$ cat src/rtl/pipe_stage_skid.sv
// One pipeline stage between two valid/ready handshakes.
// SKID_EN=1 adds a second entry so that in_ready can come from a register.
module pipe_stage_skid #(
    parameter int DATA_W  = 32,
    parameter int CTRL_W  = 16,
    parameter int SKID_EN = 1
) (
    input  logic              clk,
    input  logic              rst,
    input  logic              flush,
    input  logic              in_valid,
    output logic              in_ready,
    input  logic [CTRL_W-1:0] in_ctrl,
    input  logic [DATA_W-1:0] in_data,
    output logic              out_valid,
    input  logic              out_ready,
    output logic [CTRL_W-1:0] out_ctrl,
    output logic [DATA_W-1:0] out_data,
    output logic [1:0]        occupancy
);
    typedef enum logic [1:0] {EMPTY = 2'd0, ONE = 2'd1, FULL = 2'd2} state_t;

    typedef struct packed {
        logic [CTRL_W-1:0] ctrl;
        logic [DATA_W-1:0] data;
    } entry_t;

    localparam bit useSkid = (SKID_EN != 0);

    state_t state;
    entry_t head;
    entry_t skid;
    logic   outValidReg;
    logic   inReadyReg;
    logic   inXfer;
    logic   outXfer;
    entry_t inEntry;

    // Without the skid entry the stage can only accept when its head leaves this cycle.
    assign in_ready  = useSkid ? inReadyReg : (!outValidReg || out_ready);
    assign inXfer    = in_valid && in_ready;
    assign outXfer   = outValidReg && out_ready;
    assign inEntry   = {in_ctrl, in_data};

    assign out_valid = outValidReg;
    assign out_ctrl  = head.ctrl;
    assign out_data  = head.data;
    assign occupancy = state;

    // head.ctrl is cleared whenever the stage goes empty so a bubble carries no enables;
    // head.data is left alone so out_data keeps its last value.
    always_ff @(posedge clk) begin
        if (rst) begin
            state       <= EMPTY;
            head        <= '0;
            skid        <= '0;
            outValidReg <= 1'b0;
            inReadyReg  <= 1'b1;
        end else if (flush) begin
            state       <= EMPTY;
            head.ctrl   <= '0;
            outValidReg <= 1'b0;
            inReadyReg  <= 1'b1;
        end else begin
            unique case (state)
                EMPTY: begin
                    if (inXfer) begin
                        head        <= inEntry;
                        state       <= ONE;
                        outValidReg <= 1'b1;
                    end
                end
                ONE: begin
                    if (inXfer && outXfer) begin
                        head <= inEntry;
                    end else if (inXfer && useSkid) begin
                        skid       <= inEntry;
                        state      <= FULL;
                        inReadyReg <= 1'b0;
                    end else if (outXfer) begin
                        head.ctrl   <= '0;
                        state       <= EMPTY;
                        outValidReg <= 1'b0;
                    end
                end
                FULL: begin
                    if (outXfer) begin
                        head       <= skid;
                        state      <= ONE;
                        inReadyReg <= 1'b1;
                    end
                end
                default: begin
                    head.ctrl   <= '0;
                    state       <= EMPTY;
                    outValidReg <= 1'b0;
                    inReadyReg  <= 1'b1;
                end
            endcase
        end
    end
endmodule

$ cat config.mk
export PLATFORM = sky130hd
export DESIGN_NAME = pipe_stage_skid
export DESIGN_NICKNAME = d
export VERILOG_FILES = /design/src/rtl/pipe_stage_skid.sv
export SDC_FILE = /design/constraint.sdc
export NUM_CORES = 1
export LEC_CHECK = 0
export ABC_AREA = 1
export ABC_CLOCK_PERIOD_IN_PS = 1900
export BUFFER_PORTS_ARGS = -buffer_cell sky130_fd_sc_hd__buf_4
export CELL_PAD_IN_SITES_DETAIL_PLACEMENT = 1
export CELL_PAD_IN_SITES_GLOBAL_PLACEMENT = 2
export CORE_ASPECT_RATIO = 0.6
export CORE_UTILIZATION = 29
export DETAILED_ROUTE_END_ITERATION = 8
export GPL_TIMING_DRIVEN = 0
export HOLD_SLACK_MARGIN = 0.03
export PLACE_DENSITY = 0.85
export SLEW_MARGIN = 20
export SYNTH_ARGS = -nofsm -noshare
export SYNTH_HDL_FRONTEND = slang
export SYNTH_SLANG_ARGS = --single-unit
$ cat constraint.sdc
create_clock -name clk -period 1.9 [get_ports clk]
set_input_delay 0.095 -clock clk [delete_from_list [all_inputs] [get_ports clk]]
set_output_delay 0.095 -clock clk [all_outputs]
set_load 0.05 [all_outputs]
==> results.txt <==
The mapped cell area came out at 4293 sq um. In this run the count of I/O pins placed on the die edge is 105. The post-route netlist has 21.57% of its cells at a drive strength greater than 1.

TritonCTS created 9 clock buffers. The core occupancy in the finished layout came out at 39.82%. The minimum period implied by the final worst setup slack is 1.708 ns. The setup violation total in the final timing report came out at 0. For the worst setup path, the data required time is 2.15 ns. In the layout the commonest cells are sky130_fd_sc_hd__nand2_1, sky130_fd_sc_hd__buf_4, sky130_fd_sc_hd__dfxtp_1, sky130_fd_sc_hd__nor2_1, sky130_fd_sc_hd__o21ai_1.

The detail-routed via count per cell came out at 4.917. Once the floorplan was initialized, standard cells occupied 29.68% of the core. STA puts the critical path data arrival time at 1.96 ns.

The multiplexer area fraction after synthesis is 0%. Of all nets on the critical path, the largest fanout is 10. The height of the chip came out at 96.25 um. The main combinational cell family by area after synthesis is compound AO/OA/AOI/OAI gates. The detailed router used layers up to and including met4. The startpoint of the worst setup timing path is occupancy[1].

The CTS clock-pin slew for the worst setup and hold paths is 0.08 ns. The total number of clock tree sinks came out at 100. The number of buffers added on ports came out at 104. The total overflow reported by the global router came out at 0. The run finished with clean final reports. The worst IR drop on VDD is 435.8 uV. The count of filler cells inserted in the layout is 1828. The static power due to leakage came out at 2.382 nW. The number of endpoints with negative hold slack in the final report came out at 0. The layout net count is 785. In this run, synthesis produced a sequential element count of 100.

The routed wire length is 14880 um. The routed via count is 4597. The worst register-to-register path ends at out_data[25].

The cell depth of the worst flop-to-flop path came out at 9. The sort of element at the end of the critical path is a flip-flop. The placed instance count is 905. Global routing used 20.14% of the available tracks. In the detailed route, the total length drawn on met3 is 631 um. The number of nets still failing antenna checks after routing is 0. The critical path is of the flip-flop to flip-flop type. The number of design-rule violations left by the first detailed-router iteration is 225.

The number of max-capacitance violations reported is 0. The final max-slew violation count is 0. The non-filler instance count after layout is 935. The synthesized area per cell came out at 7.119 sq um.

The number of diodes added for antenna fixing came out at 0. The count of unresolved DRC violations after routing is 0. The half-perimeter wire length after placement is 11210 um. In this run the number of H-tree levels came out at 3. The post-route met1 wirelength came out at 7509 um. The final routed wire length divided by cell count came out at 15.92 um.

After layout, the design draws a total of 5.036 mW. The number of global-route vias before repair came out at 4626. CTS placed an instance of sky130_fd_sc_hd__clkbuf_16 at the clock tree root. The startpoint identified for the worst hold timing path is in_ctrl[5]. The worst-case clock skew came out at 0.009379 ns. Synthesis produced 603 cells.

The clock passes through at most 2 buffers. In this run the critical register-to-register path is launched from occupancy[1]. The slew at the pin with the worst max-slew slack came out at 0.6063 ns. Summing the areas of all compound-gate instances in the mapped netlist gives 23.78% of the synthesized area. The share of the cycle needed by the critical path after routing came out at 89.90%. The clock latency reported for the late side of the worst-skew pair is 0.35 ns. The first-pass GRT wire length came out at 24090 um. The site row count came out at 34. The global placement routability congestion is 0.7963. The total area inside the core boundary comes to 14460 sq um. The number of warnings issued by yosys is 0. The maximum clock rate is 585.4 MHz. In this run the worst setup path terminates at out_data[25]. After synthesis, the netlist uses 23 different library cells.

In this run the worst hold path is classified as primary input to flip-flop. The die outline width came out at 159.1 um. The pin count of the biggest net entering global routing is 19. Of the total synthesized cell area, the portion taken by XOR and XNOR cells is 0%.

Detailed routing placed a total of 6621 um of wire on met2. Relative to the synthesized area, the layout overhead comes to 34.16%. TritonCTS built the clock tree. The most frequent standard cell in the layout excluding fill and tap cells is sky130_fd_sc_hd__nand2_1. The floorplan step defined a die boundary enclosing 15310 sq um. Of the synthesized area, sequential elements account for 46.63%. Synthesis produced a netlist with a net count of 656.

The slack of the worst reg-to-reg path came out at 0.19 ns. Before antenna repair, the detailed router went through 4 iterations. The simple-gate area share of the yosys netlist came out at 21.31%. The post-synthesis adder-cell area fraction is 0%. The startpoint kind of the worst setup timing path is a flip-flop. The initial antenna violation count is 0. The power per cell area is 874.3 nW/um^2. Headroom to the max-slew limit came out at 59.58%.
==> how the worst min path moves through the flow <==
stage	end	slack [ns]	cells after the start
after detailed placement	in_ready	0.37	3
after floorplan	in_ready	0.23	2
final	skid[37]	0.04	3
after global placement	skid[31]	0.36	3
after CTS	skid[16]	0.03	3
after global routing	skid[16]	0.04	3
==> flip-flops by register name, summed over array words and instances (netlist names) <==
register and flops:
in_ready 1, occupancy 2, out_ctrl 16, out_data 32, out_valid 1, skid 48
==> power breakdown <==
part / internal (mW) / total, mW / switching, mW / leakage (nW)
Clock: 0.909 / 1.78 / 0.875 / 0.137
Combinational: 0.341 / 1.01 / 0.664 / 1.43
Sequential: 2.19 / 2.25 / 0.0525 / 0.815
Total: 3.44 / 5.04 / 1.59 / 2.38
==> logic make-up (layout without fill, tap and decap cells) <==
kind of cell | Yosys count | after routing
simple gates | 222 | 222
buf+inv | 86 | 220
flops | 100 | 100
compound gates | 195 | 195
==> critical path, stage by stage, from the launching register on <==
cell and delay (ns):
sky130_fd_sc_hd__dfxtp_1 0.47, sky130_fd_sc_hd__inv_2 0.10, sky130_fd_sc_hd__nor2_4 0.15, sky130_fd_sc_hd__inv_2 0.05
sky130_fd_sc_hd__buf_2 0.17, sky130_fd_sc_hd__buf_2 0.21, sky130_fd_sc_hd__nand2_1 0.08, sky130_fd_sc_hd__o21ai_0 0.08
sky130_fd_sc_hd__o21ai_1 0.23, sky130_fd_sc_hd__nor2_1 0.06
==> routing by layer <==
metal | track usage (%) | vias up
li1 | - | 2275
met1 | 27.12 | 2211
met2 | 33.08 | 101
met3 | 4.524 | 10
met4 | 4.407 | 0
met5 | 0 | -
==> stage by stage <==
step                hold WS [ns]   TNS [ns]  setup WS, ns  instance area [sq um]
finish                   0.03583          0        0.1919                   5759
global route             0.04263  -0.001963     -0.001963                   5759
CTS                      0.03087          0       0.05256                   5723
detailed placement        0.3692          0       0.06291                   5321
global placement          0.3590          0       0.07601                   5321
floorplan                 0.2330          0        0.1284                   4293
==> synth_stat cells, drive strengths merged <==
master / instances / area, sq um
nor2: 71 / 279.0
nor3: 1 / 5.000
nand2: 113 / 426.7
buf: 20 / 107.6
dfxtp: 100 / 2002
inv: 41 / 153.9
o21ai: 111 / 555.5
a21oi: 50 / 250.2
clkbuf: 24 / 90.09
nand3: 35 / 185.2
a211oi: 1 / 7.510
nand4: 2 / 18.77
a31oi: 32 / 200.2
o211ai: 1 / 7.510
clkinv: 1 / 3.750
==> repair_timing <==
item / CTS / global route
setup buffers: 0 / 3
resized for setup: 0 / 5
endpoints found under the hold margin: 11 / 0
hold buffers: 12 / 0
setup endpoints to repair: 0 / 48
==> final cells by class <==
type                       count  area (sq um)  share of cell area, %
buffer                        43         195.2                  3.389
sequential                   100          2002                  34.76
clock inverter                 7         56.30                 0.9776
clock buffer                   9         225.2                  3.910
tap                          198         247.7                  4.302
timing repair buffer         119         923.4                  16.03
multi-input combinational    417          1952                  33.89
inverter                      42         157.7                  2.737
Power figures use the tool's default switching activity.
